`src/rtl/sseg_sched_if.sv`:
```
// Bundle of the slot-write and display-output signals of the seven-segment
// display scheduler. The master side (producer/testbench) drives writes and
// clears. The slave side (the scheduler) drives ready and display outputs.
interface sseg_sched_if;
    logic [3:0]  wr_valid;
    logic [63:0] wr_data;
    logic [3:0]  wr_ready;
    logic [3:0]  clr;
    logic [15:0] out_val;
    logic        out_blank;
    logic [1:0]  out_src;
    logic        rot;

    modport master (
        output wr_valid,
        output wr_data,
        output clr,
        input  wr_ready,
        input  out_val,
        input  out_blank,
        input  out_src,
        input  rot
    );

    modport slave (
        input  wr_valid,
        input  wr_data,
        input  clr,
        output wr_ready,
        output out_val,
        output out_blank,
        output out_src,
        output rot
    );
endinterface

```
`src/rtl/sseg_sched.sv`:
```
// Seven-segment display scheduler.
// Four 16-bit slots each carry a valid bit. The scheduler rotates display
// ownership round-robin among the valid slots, showing each owner for HOLD
// cycles. Slot 0 is the alert slot: a write to it preempts any other owner.
module sseg_sched #(
    parameter int HOLD_W = 24,
    parameter int HOLD   = 10000000
) (
    input  logic         clk,
    input  logic         rst_n,
    sseg_sched_if.slave  bus
);

    localparam logic [0:0] ST_IDLE = 1'b0;
    localparam logic [0:0] ST_SHOW = 1'b1;
    localparam logic [HOLD_W-1:0] HOLD_LAST = HOLD_W'(HOLD - 1);

    logic [15:0]       slot_val_q [4];
    logic [15:0]       slot_val_d [4];
    logic [3:0]        slot_vld_q, slot_vld_d;
    logic [0:0]        state_q, state_d;
    logic [1:0]        owner_q, owner_d;
    logic [HOLD_W-1:0] cnt_q, cnt_d;
    logic [15:0]       out_val_q, out_val_d;
    logic [1:0]        out_src_q, out_src_d;
    logic              out_blank_q, out_blank_d;
    logic              rot_q, rot_d;
    logic              ready_q, ready_d;

    logic [3:0]        acc;
    logic              preempt;
    logic              nxt_found;
    logic [1:0]        nxt_owner;

    // Writes are accepted only once ready has come up after reset
    assign acc     = bus.wr_valid & {4{ready_q}};
    // An alert write steals the display from any other owner
    assign preempt = (state_q == ST_SHOW) && (owner_q != 2'd0) && acc[0];

    // Slot storage: an accepted write wins over a same-cycle clear
    always_comb begin
        slot_vld_d = slot_vld_q;
        for (int i = 0; i < 4; i++) begin
            slot_val_d[i] = slot_val_q[i];
            if (acc[i]) begin
                slot_val_d[i] = bus.wr_data[16*i +: 16];
                slot_vld_d[i] = 1'b1;
            end else if (bus.clr[i]) begin
                slot_vld_d[i] = 1'b0;
            end
        end
    end

    // Round-robin search starting just after the owner, ending on the owner itself
    always_comb begin
        logic [1:0] idx;
        nxt_found = 1'b0;
        nxt_owner = owner_q;
        idx       = owner_q;
        for (int k = 1; k <= 4; k++) begin
            idx = owner_q + 2'(k);
            if (!nxt_found && slot_vld_q[idx]) begin
                nxt_found = 1'b1;
                nxt_owner = idx;
            end
        end
    end

    // Ownership FSM: preempt beats owner-cleared rotation, which beats hold expiry
    always_comb begin
        state_d = state_q;
        owner_d = owner_q;
        cnt_d   = cnt_q;
        case (state_q)
            ST_IDLE: begin
                if (|slot_vld_q) begin
                    state_d = ST_SHOW;
                    owner_d = nxt_owner;
                    cnt_d   = '0;
                end
            end
            ST_SHOW: begin
                if (preempt) begin
                    owner_d = 2'd0;
                    cnt_d   = '0;
                end else if (!slot_vld_q[owner_q]) begin
                    cnt_d = '0;
                    if (nxt_found) begin
                        owner_d = nxt_owner;
                    end else begin
                        state_d = ST_IDLE;
                    end
                end else if (cnt_q == HOLD_LAST) begin
                    cnt_d   = '0;
                    owner_d = nxt_owner;
                end else begin
                    cnt_d = cnt_q + HOLD_W'(1);
                end
            end
            default: begin
                state_d = ST_IDLE;
                cnt_d   = '0;
            end
        endcase
    end

    // Display outputs follow the owner committed at the same edge; a preempting
    // write is bypassed straight to out_val so the alert shows without a stale cycle
    always_comb begin
        out_val_d   = out_val_q;
        out_src_d   = out_src_q;
        out_blank_d = 1'b1;
        rot_d       = 1'b0;
        ready_d     = 1'b1;
        if (state_d == ST_SHOW) begin
            out_blank_d = 1'b0;
            out_src_d   = owner_d;
            out_val_d   = preempt ? bus.wr_data[15:0] : slot_val_q[owner_d];
            rot_d       = (state_q == ST_IDLE) || (owner_d != owner_q);
        end
    end

    // State registers with asynchronous active-low reset
    always_ff @(posedge clk or negedge rst_n) begin
        if (!rst_n) begin
            for (int i = 0; i < 4; i++) begin
                slot_val_q[i] <= 16'h0000;
            end
            slot_vld_q  <= 4'b0000;
            state_q     <= ST_IDLE;
            owner_q     <= 2'd3;
            cnt_q       <= '0;
            out_val_q   <= 16'h0000;
            out_src_q   <= 2'd0;
            out_blank_q <= 1'b1;
            rot_q       <= 1'b0;
            ready_q     <= 1'b0;
        end else begin
            for (int i = 0; i < 4; i++) begin
                slot_val_q[i] <= slot_val_d[i];
            end
            slot_vld_q  <= slot_vld_d;
            state_q     <= state_d;
            owner_q     <= owner_d;
            cnt_q       <= cnt_d;
            out_val_q   <= out_val_d;
            out_src_q   <= out_src_d;
            out_blank_q <= out_blank_d;
            rot_q       <= rot_d;
            ready_q     <= ready_d;
        end
    end

    assign bus.wr_ready  = {4{ready_q}};
    assign bus.out_val   = out_val_q;
    assign bus.out_src   = out_src_q;
    assign bus.out_blank = out_blank_q;
    assign bus.rot       = rot_q;

endmodule

```
`src/flat_wrapper.sv`:
```
// flat-port wrapper written by rule: the top's interface ports become plain ports
module sseg_sched_flat 
#(
    parameter int HOLD_W = 24,
    parameter int HOLD   = 10000000
)
  (clk, rst_n, bus_wr_valid, bus_wr_data, bus_clr, bus_wr_ready, bus_out_val, bus_out_blank, bus_out_src, bus_rot);
  sseg_sched_if bus_i ();
  input  logic clk;
  input  logic rst_n;
  input wire logic [$bits(bus_i.wr_valid)-1:0] bus_wr_valid;
  input wire logic [$bits(bus_i.wr_data)-1:0] bus_wr_data;
  input wire logic [$bits(bus_i.clr)-1:0] bus_clr;
  output wire logic [$bits(bus_i.wr_ready)-1:0] bus_wr_ready;
  output wire logic [$bits(bus_i.out_val)-1:0] bus_out_val;
  output wire logic [$bits(bus_i.out_blank)-1:0] bus_out_blank;
  output wire logic [$bits(bus_i.out_src)-1:0] bus_out_src;
  output wire logic [$bits(bus_i.rot)-1:0] bus_rot;
  assign bus_i.wr_valid = bus_wr_valid;
  assign bus_i.wr_data = bus_wr_data;
  assign bus_i.clr = bus_clr;
  assign bus_wr_ready = bus_i.wr_ready;
  assign bus_out_val = bus_i.out_val;
  assign bus_out_blank = bus_i.out_blank;
  assign bus_out_src = bus_i.out_src;
  assign bus_rot = bus_i.rot;
  sseg_sched #(.HOLD_W(HOLD_W), .HOLD(HOLD)) u_core (.clk(clk), .rst_n(rst_n), .bus(bus_i));
endmodule
```
`config.mk`:
```
export PLATFORM = sky130hd
export DESIGN_NAME = sseg_sched_flat
export DESIGN_NICKNAME = d
export VERILOG_FILES = /design/src/rtl/sseg_sched_if.sv /design/src/rtl/sseg_sched.sv /design/src/flat_wrapper.sv
export SDC_FILE = /design/constraint.sdc
export NUM_CORES = 1
export LEC_CHECK = 0
export CAP_MARGIN = 20
export CORE_ASPECT_RATIO = 1.4
export CORE_UTILIZATION = 35
export CTS_CLUSTER_SIZE = 8
export DETAILED_ROUTE_END_ITERATION = 10
export PLACE_DENSITY = 0.55
export REMOVE_ABC_BUFFERS = 1
export SYNTH_ARGS = -nofsm -noshare
export SYNTH_HDL_FRONTEND = slang
export SYNTH_SLANG_ARGS = --single-unit
```
`constraint.sdc`:
```
create_clock -name clk -period 7.3 [get_ports clk]
set_input_delay 0.73 -clock clk [delete_from_list [all_inputs] [get_ports clk]]
set_output_delay 0.73 -clock clk [all_outputs]
set_load 0.01 [all_outputs]
```
Word-level counts from Yosys, hierarchy flattened
Index checks and enable logic that the tools add are counted.

Register bits: 116. Output and inout port bits: 24. Logic and storage cells: 92.

Add/subtract/negate cells: 4. $lt $le $gt $ge: 5. Eq/ne operators: 3. Mux-type cells: 46. Bitwise operators: 3. Reductions and logical operators: 15.

Operator list (count): 24-bit two-way mux (4); 16-bit two-way mux (3); 24-bit case mux with 2 select lines (1); 16-bit binary-select mux with 2-bit select (1); 24-bit by 1-bit adder with 24-bit output (second input constant) (1); 24-bit equality test (second input constant) (1); 1-bit two-way mux (22); 2-bit two-way mux (9); 2-bit by 3-bit < comparator with 1-bit output (second input constant) (4); 2-bit nonzero test (5); 1-bit binary-select mux with 2-bit select (4); 1-bit logical AND (5); 2-bit adder (second input constant) (2); 4-bit bitwise AND (1); 2-bit case mux with 2 select lines (1); 4-bit OR reduction (1); 3-bit >= comparator (second input constant) (1); 1-bit zero test (3); 2-bit inverter with 3-bit output (1); 2-bit by 1-bit adder with 2-bit output (second input constant) (1); 2-bit by 1-bit != test with 1-bit output (second input constant) (1); 2-bit != test (1); 1-bit case mux with 2 select lines (1); 1-bit logical OR (1); 1-bit inverter (1).

Depth between registers and ports, before layout
Gate-level depths: netlist (run 1).

Depth in word-level cells: 22. Gate-level depth with buffers: 15. Gate-level depth less buffers: 10.

Least setup slack after synthesis (run 1)
OpenSTA, ideal clock, no wires.

Kind: register -> register. Start point: register u_core.owner_q[0]. End point: register u_core.out_val_q[10], in the netlist u_core.bus.out_val[10]. Library setup time: 0.140 ns. Arrival: 2.832 ns. Data required time: 7.160 ns. Setup slack: 4.328 ns. Cell stages (with the launch flop): 15. Clock period less this slack: 2.972 ns. Cells stage by stage: dfstp_2 > buf_6 > buf_4 > inv_1 > ha_1 > nand4b_1 > and2_1 > clkbuf_1 > nand2_1 > o211a_1 > buf_2 > inv_1 > buf_2 > a2111oi_0 > a211oi_1.

Longest elaborated chain between the ends: 22.

Ends and longest elaborated chain: start: declaration (RTL line sseg_sched.sv:22) `logic [1:0] owner_q, owner_d;`; start signal: assignment (RTL line sseg_sched.sv:144) `owner_q <= owner_d;`; 2-bit by 1-bit adder with 2-bit output (RTL line sseg_sched.sv:61) `idx = owner_q + 2'(k);`; 1-bit binary-select mux with 2-bit select (RTL line sseg_sched.sv:62) `if (!nxt_found && slot_vld_q[idx]) begin`; 1-bit two-way mux (implied by the code) (RTL line sseg_sched.sv:62); 1-bit two-way mux (RTL line sseg_sched.sv:62); 1-bit zero test (RTL line sseg_sched.sv:62); 1-bit logical AND (RTL line sseg_sched.sv:62); 1-bit two-way mux (RTL line sseg_sched.sv:62); 1-bit zero test (RTL line sseg_sched.sv:62); [... 6 more ...]; 2-bit two-way mux (RTL line sseg_sched.sv:86) `end else if (!slot_vld_q[owner_q]) begin`; 2-bit two-way mux (RTL line sseg_sched.sv:83) `if (preempt) begin`; 2-bit case mux with 2 select lines * (RTL line sseg_sched.sv:74) `case (state_q)`; named net u_core.owner_d[1] (RTL line sseg_sched.sv:22); 2-bit inverter with 3-bit output (implied by the code) * (RTL line sseg_sched.sv:118) `out_val_d = preempt ? bus.wr_data[15:0] : slot_val_q[owner_d];`; 16-bit binary-select mux with 2-bit select * (RTL line sseg_sched.sv:118); 16-bit two-way mux (implied by the code) * (2 in a row) (RTL line sseg_sched.sv:118); 16-bit two-way mux * (RTL line sseg_sched.sv:118); end signal: assignment (RTL line sseg_sched.sv:146) `out_val_q <= out_val_d;`; end: declaration (RTL line sseg_sched.sv:24) `logic [15:0] out_val_q, out_val_d;`.

Mark *: on every way through the listed nets, which the timed path passes. The rest lies on a longest branch. The select of a mux whose other input is x is not followed. A chain may end at the register's enable or synchronous reset.

Worst setup path in the final report (run 1)
Start point: register u_core.owner_q[1]. End point: register u_core.out_val_q[7], in the netlist u_core.bus.out_val[7].

Longest elaborated chain between the ends: 22.

Ends and longest elaborated chain (RTL line): 2-bit by 1-bit adder with 2-bit output (sseg_sched.sv:61); 1-bit binary-select mux with 2-bit select (sseg_sched.sv:62); 1-bit two-way mux (implied by the code) (sseg_sched.sv:62); 1-bit two-way mux (sseg_sched.sv:62); 1-bit zero test (sseg_sched.sv:62); 1-bit logical AND (sseg_sched.sv:62); 1-bit two-way mux (sseg_sched.sv:62); 1-bit zero test (sseg_sched.sv:62); [... 5 more ...]; 2-bit two-way mux, on equally long branches (sseg_sched.sv:88, sseg_sched.sv:93); 2-bit two-way mux (sseg_sched.sv:86); 2-bit two-way mux (sseg_sched.sv:83); 2-bit case mux with 2 select lines (sseg_sched.sv:74); 2-bit inverter with 3-bit output (implied by the code) (sseg_sched.sv:118); 16-bit binary-select mux with 2-bit select (sseg_sched.sv:118); 16-bit two-way mux (implied by the code) (2 in a row) (sseg_sched.sv:118); 16-bit two-way mux (sseg_sched.sv:118).

Parallel ways exist; a longest one is shown, timed or not. The select of a mux whose other input is x is not followed.

==> out/metrics.json, run 1 <==
{
  "placement_rows": 61,
  "die_y_um": 172.3,
  "critical-path-max-stage-delay_ns": 0.71,
  "dpl.hpwl_um": 14380,
  "worstPathRequired_ns": 7.58,
  "grt_antenna_before_repair": 1,
  "layout_commonest_cell": "sky130_fd_sc_hd__dfrtp_1",
  "vias_in_the_first_global_route": 6474,
  "critPathArrivalTime_ns": 4.79,
  "grt_first_pass_wirelength_um": 35880,
  "crit-reg2reg-launch": "u_core.owner_q[1]$_DFF_PN1_",
  "hold_class": "in -> async",
  "vias_per_cell": 6.304,
  "dpl-instance-area_um2": 8255,
  "post_route_cells_drive_above_1_share_pct": 16.11,
  "finalWeightedCongestion": 0.8112,
  "place_worst_setup_slack_ns": 2.647,
  "post-route-util_pct": 44.24,
  "synth-edff-count": 0,
  "holdWs_ns": 0.2669,
  "tns_ns": 0,
  "post-route-cell-area_um2": 8880,
  "start_util_pct": 36.12,
  "mappedNetlistArea_um2": 7249,
  "cts_htree_levels": 4,
  "drv_slew": 0,
  "dp.cells": 1024,
  "async_reset_ff_share_pct": 100.0,
  "synth_flop_cell": "sky130_fd_sc_hd__dfrtp_1",
  "min_period_ns": 4.507,
  "critPathTopFamily": "compound AO/OA/AOI/OAI gates",
  "tritoncts.num_buffers": 17,
  "critical_path.slowest_cell": "sky130_fd_sc_hd__o211a_1",
  "post_cts.repair.setup_buffers": 0,
  "clock_insertion_delay_worst_skew_ns": 0.43,
  "multi_input_area_um2": 3968,
  "remaining_drc_errors": 0,
  "cp-start-kind": "flop",
  "unrepaired_setup_endpoints_after_global_routing": "no",
  "overflow": 0,
  "layoutNonFillerInstCount": 1060,
  "synthToLayoutAreaGrowth_pct": 22.49,
  "clock-root-buffer": "sky130_fd_sc_hd__clkbuf_16",
  "crit_top_cell": "sky130_fd_sc_hd__inv_1",
  "timing.fmax_mhz": 221.9,
  "core_area_um2": 20070,
  "dieArea_um2": 21300,
  "cts_resized": 0,
  "synth.yosys.seq_area_share_pct": 40.09,
  "ant_nets": 0,
  "clock_transition_at_path_regs_ns": 0.06,
  "filler_cell_count": 1906,
  "share_of_the_clock_period_used_by_the_worst_path_after_layout_pct": 61.74,
  "rr_worst_depth": 11,
  "post_cts_hold_buffer_count": 0,
  "layout_setup_ws_ns": 2.793,
  "worst-path-buf-inv": 3,
  "cts_tree": "yes",
  "post_synth_num_cell_types": 65,
  "outcome": "finished, final reports clean",
  "postSynthRegisterBits": 116,
  "chain_of_cells_forming_the_critical_path": "inv_1 > ha_1 > nand4b_1 > buf_4 > and2_1 > and4b_1 > a21oi_1 > o211a_1 > inv_1 > a2111oi_0 > a211oi_1",
  "routed_wirelength_um": 23220,
  "p_leak_nw": 3.291,
  "synth-warning-count": 0,
  "post_drt_wl_per_cell_um": 21.91,
  "final_net_count": 870,
  "fin_skew_ns": 0.01800,
  "seq_area_um2": 2907,
  "route.vias.total": 6682,
  "cap_viol_max_count": 0,
  "cts.path.max_buffers": 2,
  "synthesis.instances": 739,
  "buffer_ports.inserted": 97,
  "post-layout-total-power_mw": 3.337,
  "endpoint_of_the_most_critical_register_to_register_path": "u_core.bus.out_val[7]$_DFFE_PN0N_",
  "final_hold_violating_endpoints": 0,
  "track_usage_pct": 22.28,
  "worst-path-max-fanout": 37,
  "path_depth": 11,
  "detail_route.first_pass.iterations": 5,
  "most-common-layout-cells": "sky130_fd_sc_hd__dfrtp_1 (113), sky130_fd_sc_hd__clkdlybuf4s50_1 (96), sky130_fd_sc_hd__mux2_2 (66)",
  "final_setup_violation_count": 0,
  "endpoint_kind": "flop",
  "detail_route.iter0.violations": 646,
  "grt_max_degree": 97,
  "timing.setup.critical_path_class": "reg -> reg",
  "max-vdd-ir-drop_uv": 242.3,
  "chipWidth_um": 123.6,
  "ff2ff_setup_slack_ns": 2.79,
  "io-pin-count": 98,
  "synth.avg_cell_area_um2": 9.810,
  "clock-sinks": 116,
  "tightestPinTransition_ns": 1.064,
  "power-per-cell-area_nw_per_um2": 375.8,
  "relSlewSlack_pct": 28.84
}
[report_power, final]
group          switching (mW)  leakage [nW]  internal (mW)
Sequential              0.131          1.41          0.779
Clock                   0.319         0.275          0.498
Combinational           0.960          1.61          0.650
Total                    1.41          3.29           1.93
[how the worst max path moves through the flow]
| stage | to | startpoint | slack [ns] |
|---|---|---|---|
| after global routing | u_core.bus.out_val[5]$_DFFE_PN0N_ | u_core.owner_q[1]$_DFF_PN1_ | 2.56 |
| final | u_core.bus.out_val[7]$_DFFE_PN0N_ | u_core.owner_q[1]$_DFF_PN1_ | 2.79 |
| after global placement | u_core.bus.out_val[13]$_DFFE_PN0N_ | bus_wr_valid[0] | 2.78 |
| after CTS | u_core.bus.out_val[7]$_DFFE_PN0N_ | u_core.owner_q[1]$_DFF_PN1_ | 2.82 |
| after detailed placement | u_core.bus.out_val[7]$_DFFE_PN0N_ | bus_wr_valid[0] | 2.65 |
| after floorplan | u_core.bus.out_val[0]$_DFFE_PN0N_ | u_core.owner_q[0]$_DFF_PN1_ | 2.11 |
[synth_stat cells, drive strengths merged (20+ instances only)]
library cell | instances | area [µm²]
dfrtp | 113 | 2828
mux2 | 66 | 743.2
nand2 | 48 | 180.2
nand3 | 41 | 205.2
clkbuf | 40 | 151.4
o21ai | 39 | 198.9
a2111oi | 34 | 335.3
a221oi | 32 | 280.3
buf | 32 | 207.7
a21oi | 23 | 118.9
a31oi | 22 | 137.6
and2 | 22 | 137.6
and3 | 22 | 137.6
nor2 | 20 | 77.58
[layout make-up]
class / count / area share, %
Multi-Input combinational cell: 541 / 44.68
Sequential cell: 116 / 32.73
Timing Repair Buffer: 108 / 12.19
Clock buffer: 18 / 4.833
Tap cell: 252 / 3.551
Clock inverter: 14 / 1.564
Inverter: 10 / 0.4227
Antenna cell: 1 / 0.02818
[sequential cells by signal, indices dropped and copies added, names as in the netlist]
signal,cells
u_core.slot_vld_q,4
u_core.ready_q,1
u_core.state_q,1
u_core.bus.out_src,2
u_core.owner_q,2
u_core.bus.out_blank,1
u_core.bus.out_val,16
u_core.bus.rot,1
u_core.cnt_q,24
u_core.slot_val_q,64
[kinds of logic (layout without fill, tap and decap cells)]
logic type,count (synthesis),in the layout,synth area share [%]
AOI/OAI and AO/OA,254,254,26.10
and+or+nand+nor,206,206,15.81
DFF,116,116,40.09
buffers and inverters,82,150,5.471
muxes,71,71,11.29
xor gates and xnor gates,7,7,0.8457
adders and majority gates,2,2,0.3451
other,1,2,0.05173
[routing by layer]
metal  up-vias  track usage [%]  part of all wire, %
met5         -                0                    0
met4         0            9.900                  2.6
met3        44            3.859                  5.7
met2       255            39.32                   52
met1      3372            25.98                   40
li1       3011                -                    -
Power figures use the tool's default switching activity.
==> inputs of run 2 (changes only) <==
- clock period: 7.3 -> 4.15 ns (I/O delays scaled with it)
==> run 2 against run 1 <==
Combinational power grew 85%. Die area is the same. Worst setup slack lost 2.5 ns. Critical path depth shrank 2. Utilization grew 0.94 points.
==> out/metrics.json, run 2 (synthesis results as in run 1) <==
{
  "grt_max_degree": {"value": 60, "change": "-38%"},
  "final_setup_violation_count": {"value": 0, "change": "unchanged"},
  "busiest_layer": "met2",
  "final_hold_violating_endpoints": {"value": 0, "change": "unchanged"},
  "detail_route.iter0.violations": {"value": 673, "change": "+4.2%"},
  "cts_resized": {"value": 0, "change": "unchanged"},
  "insertedDiodeCount": {"value": 0, "change": "-1"},
  "post_drt_wl_per_cell": {"value": 23.30, "unit": "µm", "change": "+6.3%"},
  "place_worst_setup_slack": {"value": 0.4519, "unit": "ns", "change": "-2.195 ns"},
  "route.vias.total": {"value": 6801, "change": "+1.8%"},
  "worstPathRequired": {"value": 4.47, "unit": "ns", "change": "-3.11 ns"},
  "global_route.usage.met3": {"value": 4.947, "unit": "%", "change": "+1.1 points"},
  "fin_skew": {"value": 0.01046, "unit": "ns", "change": "-0.007536 ns"},
  "dpl.hpwl": {"value": 15640, "unit": "µm", "change": "+8.8%"},
  "share_of_the_clock_period_used_by_the_worst_path_after_layout": {"value": 91.89, "unit": "%", "change": "+30 points"},
  "timing.fmax": {"value": 262.2, "unit": "MHz", "change": "+18%"},
  "buffer_ports.inserted": {"value": 97, "change": "unchanged"},
  "power-per-cell-area": {"value": 691.8, "unit": "nW/µm²", "change": "+84%"},
  "clock-sinks": {"value": 116, "change": "unchanged"},
  "tritoncts.num_buffers": {"value": 17, "change": "unchanged"},
  "finalWeightedCongestion": {"value": 0.8674, "change": "+6.9%"},
  "io-pin-count": {"value": 98, "change": "unchanged"},
  "routed_wirelength": {"value": 24950, "unit": "µm", "change": "+7.4%"},
  "relSlewSlack": {"value": 29.42, "unit": "%", "change": "+0.57 points"},
  "post_cts_hold_buffer_count": {"value": 0, "change": "unchanged"},
  "clock-root-buffer": "sky130_fd_sc_hd__clkbuf_16",
  "max-vdd-ir-drop": {"value": 395.5, "unit": "µV", "change": "+63%"},
  "timing.setup.critical_path_class": "reg -> reg",
  "global_routing_usage_on_met2": {"value": 40.60, "unit": "%", "change": "+1.3 points"},
  "outcome": "finished, final reports clean",
  "worst-path-max-fanout": {"value": 32, "change": "-14%"},
  "p_leak": {"value": 3.400, "unit": "nW", "change": "+3.3%"},
  "cts_htree_levels": {"value": 4, "change": "unchanged"},
  "synthToLayoutAreaGrowth_pct": 25.09,
  "max_flop_register": "u_core.slot_val_q",
  "post_route_cells_drive_above_1_share": {"value": 16.97, "unit": "%", "change": "+0.86 points"},
  "layout_setup_ws": {"value": 0.3366, "unit": "ns", "change": "-2.456 ns"},
  "chipWidth": {"value": 123.6, "unit": "µm", "change": "unchanged"},
  "tightestPinTransition": {"value": 1.059, "unit": "ns", "change": "-0.005389 ns"},
  "crit_start": "u_core.owner_q[0]$_DFF_PN1_",
  "hold_class": "in -> async",
  "most-common-layout-cells": "sky130_fd_sc_hd__dfrtp_1 (113), sky130_fd_sc_hd__clkdlybuf4s50_1 (96), sky130_fd_sc_hd__mux2_2 (66)",
  "track_usage": {"value": 23.90, "unit": "%", "change": "+1.6 points"},
  "remaining_drc_errors": {"value": 0, "change": "unchanged"},
  "critPathArrivalTime": {"value": 4.14, "unit": "ns", "change": "-0.65 ns"},
  "final_net_count": {"value": 882, "change": "+1.4%"},
  "holdWs": {"value": 0.06896, "unit": "ns", "change": "-0.1979 ns"},
  "placement_rows": {"value": 61, "change": "unchanged"},
  "vias_per_cell": {"value": 6.350, "change": "+0.74%"},
  "post-layout-total-power": {"value": 6.274, "unit": "mW", "change": "+88%"},
  "start_util": {"value": 36.12, "unit": "%", "change": "unchanged"},
  "clock_insertion_delay_worst_skew": {"value": 0.42, "unit": "ns", "change": "about the same"},
  "die_y": {"value": 172.3, "unit": "µm", "change": "unchanged"},
  "dieArea": {"value": 21300, "unit": "µm²", "change": "unchanged"},
  "detail_route.first_pass.iterations": {"value": 6, "change": "+1"},
  "flip_flop_count_of_the_largest_register_after_layout": {"value": 64, "change": "unchanged"},
  "layoutNonFillerInstCount": {"value": 1071, "change": "+1.0%"},
  "layout_commonest_cell": "sky130_fd_sc_hd__dfrtp_1",
  "cts_tree": "yes",
  "core_area": {"value": 20070, "unit": "µm²", "change": "unchanged"},
  "drv_slew": {"value": 0, "change": "unchanged"},
  "overflow": {"value": 0, "change": "unchanged"},
  "crit-reg2reg-launch": "u_core.owner_q[0]$_DFF_PN1_",
  "clock_transition_at_path_regs": {"value": 0.06, "unit": "ns", "change": "about the same"},
  "met1_usage": {"value": 28.44, "unit": "%", "change": "+2.5 points"},
  "dp.cells": {"value": 1038, "change": "+1.4%"},
  "cap_viol_max_count": {"value": 0, "change": "unchanged"},
  "cp-start-kind": "flop",
  "post_cts.repair.setup_buffers": {"value": 0, "change": "unchanged"},
  "grt_antenna_before_repair": {"value": 0, "change": "-1"},
  "unrepaired_setup_endpoints_after_global_routing": "no",
  "min_period": {"value": 3.813, "unit": "ns", "change": "-0.6939 ns"},
  "grt_first_pass_wirelength": {"value": 37990, "unit": "µm", "change": "+5.9%"},
  "ant_nets": {"value": 0, "change": "unchanged"},
  "cts.path.max_buffers": {"value": 2, "change": "unchanged"},
  "endpoint_kind": "flop",
  "vias_in_the_first_global_route": {"value": 6823, "change": "+5.4%"}
}
[run 2: metrics by stage]
step	utilization, %	instance area, µm²	setup TNS (ns)
6_report	45.18	9069	0
5_1_grt	45.18	9069	0
4_1_cts	45.04	9041	0
3_5_place_dp	41.74	8378	0
3_3_place_gp	41.60	8351	0
2_1_floorplan	-	6890	-17.00
[run 2: cell type report]
cell class / count / area, µm²
Sequential cell: 116 / 2907
Clock inverter: 8 / 171.4
Timing Repair Buffer: 120 / 1181
Multi-Input combinational cell: 541 / 3965
Tap cell: 252 / 315.3
Inverter: 10 / 37.54
Clock buffer: 24 / 491.7
Fill cell: 1860 / 11000
[run 2: worst paths after layout]
path	to	slack (ns)	cells past startpoint
max	u_core.bus.out_val[6]$_DFFE_PN0N_	0.34	9
min	u_core.slot_val_q[33]$_DFFE_PN0P_	0.07	1
max reg2reg	u_core.bus.out_val[6]$_DFFE_PN0N_	0.34	9
min reg2reg	u_core.bus.out_src[0]$_DFFE_PN0N_	0.50	2
max in group asynchronous	u_core.bus.out_blank$_DFF_PN1_	3.08	2
min in group clk	u_core.bus.out_src[0]$_DFFE_PN0N_	0.50	2
[run 2: worst max-delay path: stages, from the launching register on]
cell and delay [ns]:
sky130_fd_sc_hd__dfstp_2 0.72, sky130_fd_sc_hd__inv_1 0.13, sky130_fd_sc_hd__ha_1 0.46, sky130_fd_sc_hd__o21ai_1 0.18, sky130_fd_sc_hd__a2111oi_4 1.00, sky130_fd_sc_hd__buf_4 0.50, sky130_fd_sc_hd__a221oi_1 0.15, sky130_fd_sc_hd__a31oi_1 0.20
sky130_fd_sc_hd__a2111oi_0 0.11, sky130_fd_sc_hd__a211oi_1 0.24
[run 2: report_power, final]
| group | leakage, nW | switching, mW | internal [mW] | total [mW] |
|---|---|---|---|---|
| clock network | 0.321 | 0.539 | 1.13 | 1.67 |
| registers | 1.41 | 0.251 | 1.37 | 1.62 |
| logic | 1.67 | 1.78 | 1.20 | 2.98 |
| total | 3.40 | 2.57 | 3.70 | 6.27 |
[run 2: metal layers]
metal | wire [µm] | part of all wire (%) | vias up
met5 | 0 | 0 | -
met4 | 601 | 2.4 | 0
met3 | 1503 | 6.0 | 57
met2 | 12650 | 51 | 338
met1 | 10200 | 41 | 3380
li1 | - | - | 3026
==> inputs of run 3 (changes only) <==
- ABC_AREA: unset -> 1
- PLACE_DENSITY: 0.55 -> 0.56
==> run 3 against run 2 <==
Sequential cell count did not move. Synthesized cell count rose by 6.8%. Sequential share of layout area rose by 5.7 points. First-iteration DRC count fell by 60%. Via count fell by 22%. Register-to-register slack improved by 0.77 ns. Fmax rose by 25%. Worst setup slack improved by 0.77 ns. Design area fell by 15%. Clock-buffer cell count fell by 5. Critical endpoint is now u_core.bus.out_val[5]$_DFFE_PN0N_. Largest cell class is now registers.
==> out/metrics.json, run 3 <==
{
  "outcome": "finished, final reports clean",
  "tightestPinTransition": {"value": 0.7294, "unit": "ns", "change": "-0.3294 ns"},
  "synth.avg_cell_area": {"value": 7.569, "unit": "µm²", "change": "-23%"},
  "hold_class": "in -> async",
  "synthToLayoutAreaGrowth_pct": 28.83,
  "synthDominantAreaCellType": "sky130_fd_sc_hd__dfrtp_1",
  "cap_viol_max_count": {"value": 0, "change": "unchanged"},
  "post_drt_wl_per_cell": {"value": 14.85, "unit": "µm", "change": "-36%"},
  "track_usage": {"value": 19.45, "unit": "%", "change": "-4.4 points"},
  "endpoint_kind": "flop",
  "route.vias.total": {"value": 5322, "change": "-22%"},
  "flip_flop_count_of_the_largest_register_after_layout": {"value": 64, "change": "unchanged"},
  "holdWs": {"value": 0.05185, "unit": "ns", "change": "-0.01710 ns"},
  "rr_worst_depth": {"value": 13, "change": "+4"},
  "cts_htree_levels": {"value": 4, "change": "unchanged"},
  "layout_setup_ws": {"value": 1.104, "unit": "ns", "change": "+0.7674 ns"},
  "io-pin-count": {"value": 98, "change": "unchanged"},
  "placement_rows": {"value": 56, "change": "-8.2%"},
  "drv_slew": {"value": 0, "change": "unchanged"},
  "max_flop_register": "u_core.slot_val_q",
  "final_hold_violating_endpoints": {"value": 0, "change": "unchanged"},
  "final_setup_violation_count": {"value": 0, "change": "unchanged"},
  "synthesis.instances": {"value": 789, "change": "+6.8%"},
  "cts_resized": {"value": 0, "change": "unchanged"},
  "place_worst_setup_slack": {"value": 1.117, "unit": "ns", "change": "+0.6647 ns"},
  "grt_antenna_before_repair": {"value": 0, "change": "unchanged"},
  "endpoint_of_the_most_critical_register_to_register_path": "u_core.bus.out_val[5]$_DFFE_PN0N_",
  "tritoncts.num_buffers": {"value": 17, "change": "unchanged"},
  "post_cts.repair.setup_buffers": {"value": 0, "change": "unchanged"},
  "vias_in_the_first_global_route": {"value": 5209, "change": "-24%"},
  "chipWidth": {"value": 112.4, "unit": "µm", "change": "-9.1%"},
  "unrepaired_setup_endpoints_after_global_routing": "no",
  "detail_route.first_pass.iterations": {"value": 5, "change": "-1"},
  "timing.setup.critical_path_class": "reg -> reg",
  "synth.cells.most_frequent": "sky130_fd_sc_hd__nand2_1 (175), sky130_fd_sc_hd__dfrtp_1 (113), sky130_fd_sc_hd__inv_1 (112)",
  "dpl.hpwl": {"value": 11140, "unit": "µm", "change": "-29%"},
  "ant_nets": {"value": 0, "change": "unchanged"},
  "most-common-layout-cells": "sky130_fd_sc_hd__nand2_1 (175), sky130_fd_sc_hd__dfrtp_1 (113), sky130_fd_sc_hd__inv_1 (112)",
  "grt_max_degree": {"value": 63, "change": "+5.0%"},
  "worstPathRequired": {"value": 4.46, "unit": "ns", "change": "about the same"},
  "layout_commonest_cell": "sky130_fd_sc_hd__nand2_1",
  "crit-reg2reg-launch": "u_core.owner_q[0]$_DFF_PN1_",
  "die_y": {"value": 156.6, "unit": "µm", "change": "-9.1%"},
  "synth.yosys.seq_area_share": {"value": 48.67, "unit": "%", "change": "+8.6 points"},
  "synth_flop_cell": "sky130_fd_sc_hd__dfrtp_1",
  "critPathArrivalTime": {"value": 3.36, "unit": "ns", "change": "-0.78 ns"},
  "timing.fmax": {"value": 328.3, "unit": "MHz", "change": "+25%"},
  "cp-start-kind": "flop",
  "post-layout-total-power": {"value": 5.282, "unit": "mW", "change": "-16%"},
  "finalWeightedCongestion": {"value": 0.8503, "change": "-2.0%"},
  "remaining_drc_errors": {"value": 0, "change": "unchanged"},
  "crit_start": "u_core.owner_q[0]$_DFF_PN1_",
  "buffer_ports.inserted": {"value": 97, "change": "unchanged"},
  "postSynthRegisterBits": {"value": 116, "change": "unchanged"},
  "count_leader_synth": "sky130_fd_sc_hd__nand2_1",
  "overflow": {"value": 0, "change": "unchanged"},
  "clock_insertion_delay_worst_skew": {"value": 0.42, "unit": "ns", "change": "about the same"},
  "power-per-cell-area": {"value": 686.5, "unit": "nW/µm²", "change": "-0.76%"},
  "synth_area_leaders": "sky130_fd_sc_hd__dfrtp_1 (47%), sky130_fd_sc_hd__nand2_1 (11%), sky130_fd_sc_hd__nand3_1 (7.7%), sky130_fd_sc_hd__inv_1 (7.0%), sky130_fd_sc_hd__a21oi_1 (6.8%)",
  "synth-edff-count": {"value": 0, "change": "unchanged"},
  "post_cts_hold_buffer_count": {"value": 0, "change": "unchanged"},
  "cts.path.max_buffers": {"value": 2, "change": "unchanged"},
  "cts_tree": "yes",
  "mappedNetlistArea": {"value": 5972, "unit": "µm²", "change": "-18%"},
  "routed_wirelength": {"value": 16250, "unit": "µm", "change": "-35%"},
  "dieArea": {"value": 17600, "unit": "µm²", "change": "-17%"},
  "synth_top_area_share": {"value": 47.35, "unit": "%", "change": "+8.3 points"},
  "insertedDiodeCount": {"value": 0, "change": "unchanged"},
  "clock-sinks": {"value": 116, "change": "unchanged"},
  "final_net_count": {"value": 954, "change": "+8.2%"},
  "max-vdd-ir-drop": {"value": 301.6, "unit": "µV", "change": "-24%"},
  "crit_end": "u_core.bus.out_val[5]$_DFFE_PN0N_",
  "core_area": {"value": 16750, "unit": "µm²", "change": "-17%"},
  "min_period": {"value": 3.046, "unit": "ns", "change": "-0.7674 ns"},
  "fin_skew": {"value": 0.007483, "unit": "ns", "change": "-0.002979 ns"},
  "tns": {"value": 0, "unit": "ns", "change": "unchanged"},
  "worst-path-max-fanout": {"value": 34, "change": "+6.3%"},
  "post_synth_num_cell_types": {"value": 38, "change": "-42%"},
  "share_of_the_clock_period_used_by_the_worst_path_after_layout": {"value": 73.40, "unit": "%", "change": "-18 points"},
  "async_reset_ff_share": {"value": 100.0, "unit": "%", "change": "unchanged"},
  "post-route-util": {"value": 45.94, "unit": "%", "change": "+0.76 points"},
  "relSlewSlack": {"value": 51.37, "unit": "%", "change": "+22 points"},
  "p_leak": {"value": 3.693, "unit": "nW", "change": "+8.6%"},
  "synth-warning-count": {"value": 0, "change": "unchanged"},
  "grt_first_pass_wirelength": {"value": 26150, "unit": "µm", "change": "-31%"},
  "vias_per_cell": {"value": 4.865, "change": "-23%"},
  "start_util": {"value": 35.66, "unit": "%", "change": "-0.45 points"},
  "ff2ff_setup_slack": {"value": 1.10, "unit": "ns", "change": "+0.77 ns"},
  "clock_transition_at_path_regs": {"value": 0.06, "unit": "ns", "change": "about the same"},
  "post_route_cells_drive_above_1_share": {"value": 7.969, "unit": "%", "change": "-9.0 points"},
  "detail_route.iter0.violations": {"value": 270, "change": "-60%"},
  "clock-root-buffer": "sky130_fd_sc_hd__clkbuf_16"
}
run 3: area by class of cell:
class                   instances  area [µm²]
clock buffers                  19       452.9
clock inverters                13       173.9
inverters                     120       455.4
multi-input cells             516        2395
repair buffers                107        1056
well taps                     203       254.0
flip-flops and latches        116        2907
fillers                      1664        9052
run 3: cells by family after synthesis:
logic type               share of synthesized area, %
AO/OA/AOI/OAI                                   10.75
XOR/XNOR                                       0.2934
adder cells (fa/ha/maj)                        0.4190
buffers and inverters                           11.23
flip-flops                                      48.67
other                                         0.06279
AND/OR/NAND/NOR                                 28.58
run 3: metal layers:
metal / track usage, % / wire (µm) / vias to the layer above
li1: - / - / 2686
met1: 22.73 / 7058 / 2494
met2: 35.08 / 8370 / 118
met3: 3.641 / 534 / 24
met4: 7.683 / 287 / 0
met5: 0 / 0 / -
run 3: where the power goes:
| part | total, mW | internal (mW) | switching [mW] |
|---|---|---|---|
| Sequential | 1.49 | 1.36 | 0.136 |
| Clock | 1.55 | 0.985 | 0.564 |
| Combinational | 2.24 | 0.804 | 1.44 |
run 3: how the worst min path moves through the flow:
stage | from | to | cells after the start
4_1_cts | rst_n | u_core.slot_vld_q[1]$_DFFE_PN0P_ | 1
2_1_floorplan | rst_n | u_core.bus.out_src[0]$_DFFE_PN0N_ | 0
3_5_place_dp | u_core.bus.out_val[9]$_DFFE_PN0N_ | u_core.bus.out_val[9]$_DFFE_PN0N_ | 2
3_3_place_gp | u_core.bus.out_val[0]$_DFFE_PN0N_ | u_core.bus.out_val[0]$_DFFE_PN0N_ | 2
6_report | rst_n | u_core.bus.rot$_DFF_PN0_ | 1
5_1_grt | rst_n | u_core.slot_vld_q[1]$_DFFE_PN0P_ | 1
run 3: worst max-delay path, stage by stage (launching register included):
cell and delay, ns:
sky130_fd_sc_hd__dfstp_2 0.64, sky130_fd_sc_hd__inv_4 0.08, sky130_fd_sc_hd__ha_1 0.28, sky130_fd_sc_hd__nor3_4 0.23, sky130_fd_sc_hd__buf_4 0.28, sky130_fd_sc_hd__inv_1 0.20, sky130_fd_sc_hd__nand3_2 0.15, sky130_fd_sc_hd__nand2_4 0.24
sky130_fd_sc_hd__nand2_4 0.42, sky130_fd_sc_hd__nand2_1 0.10, sky130_fd_sc_hd__nand3_1 0.09, sky130_fd_sc_hd__nand3_1 0.09, sky130_fd_sc_hd__nand2_1 0.07, sky130_fd_sc_hd__nand2_1 0.04
run 3: stage by stage:
| step | cell area [µm²] | cells |
|---|---|---|
| after floorplan | 5757 | 752 |
| after global placement | 7067 | 1062 |
| final | 7694 | 1094 |
| after CTS | 7694 | 1094 |
| after global routing | 7694 | 1094 |
| after detailed placement | 7067 | 1062 |
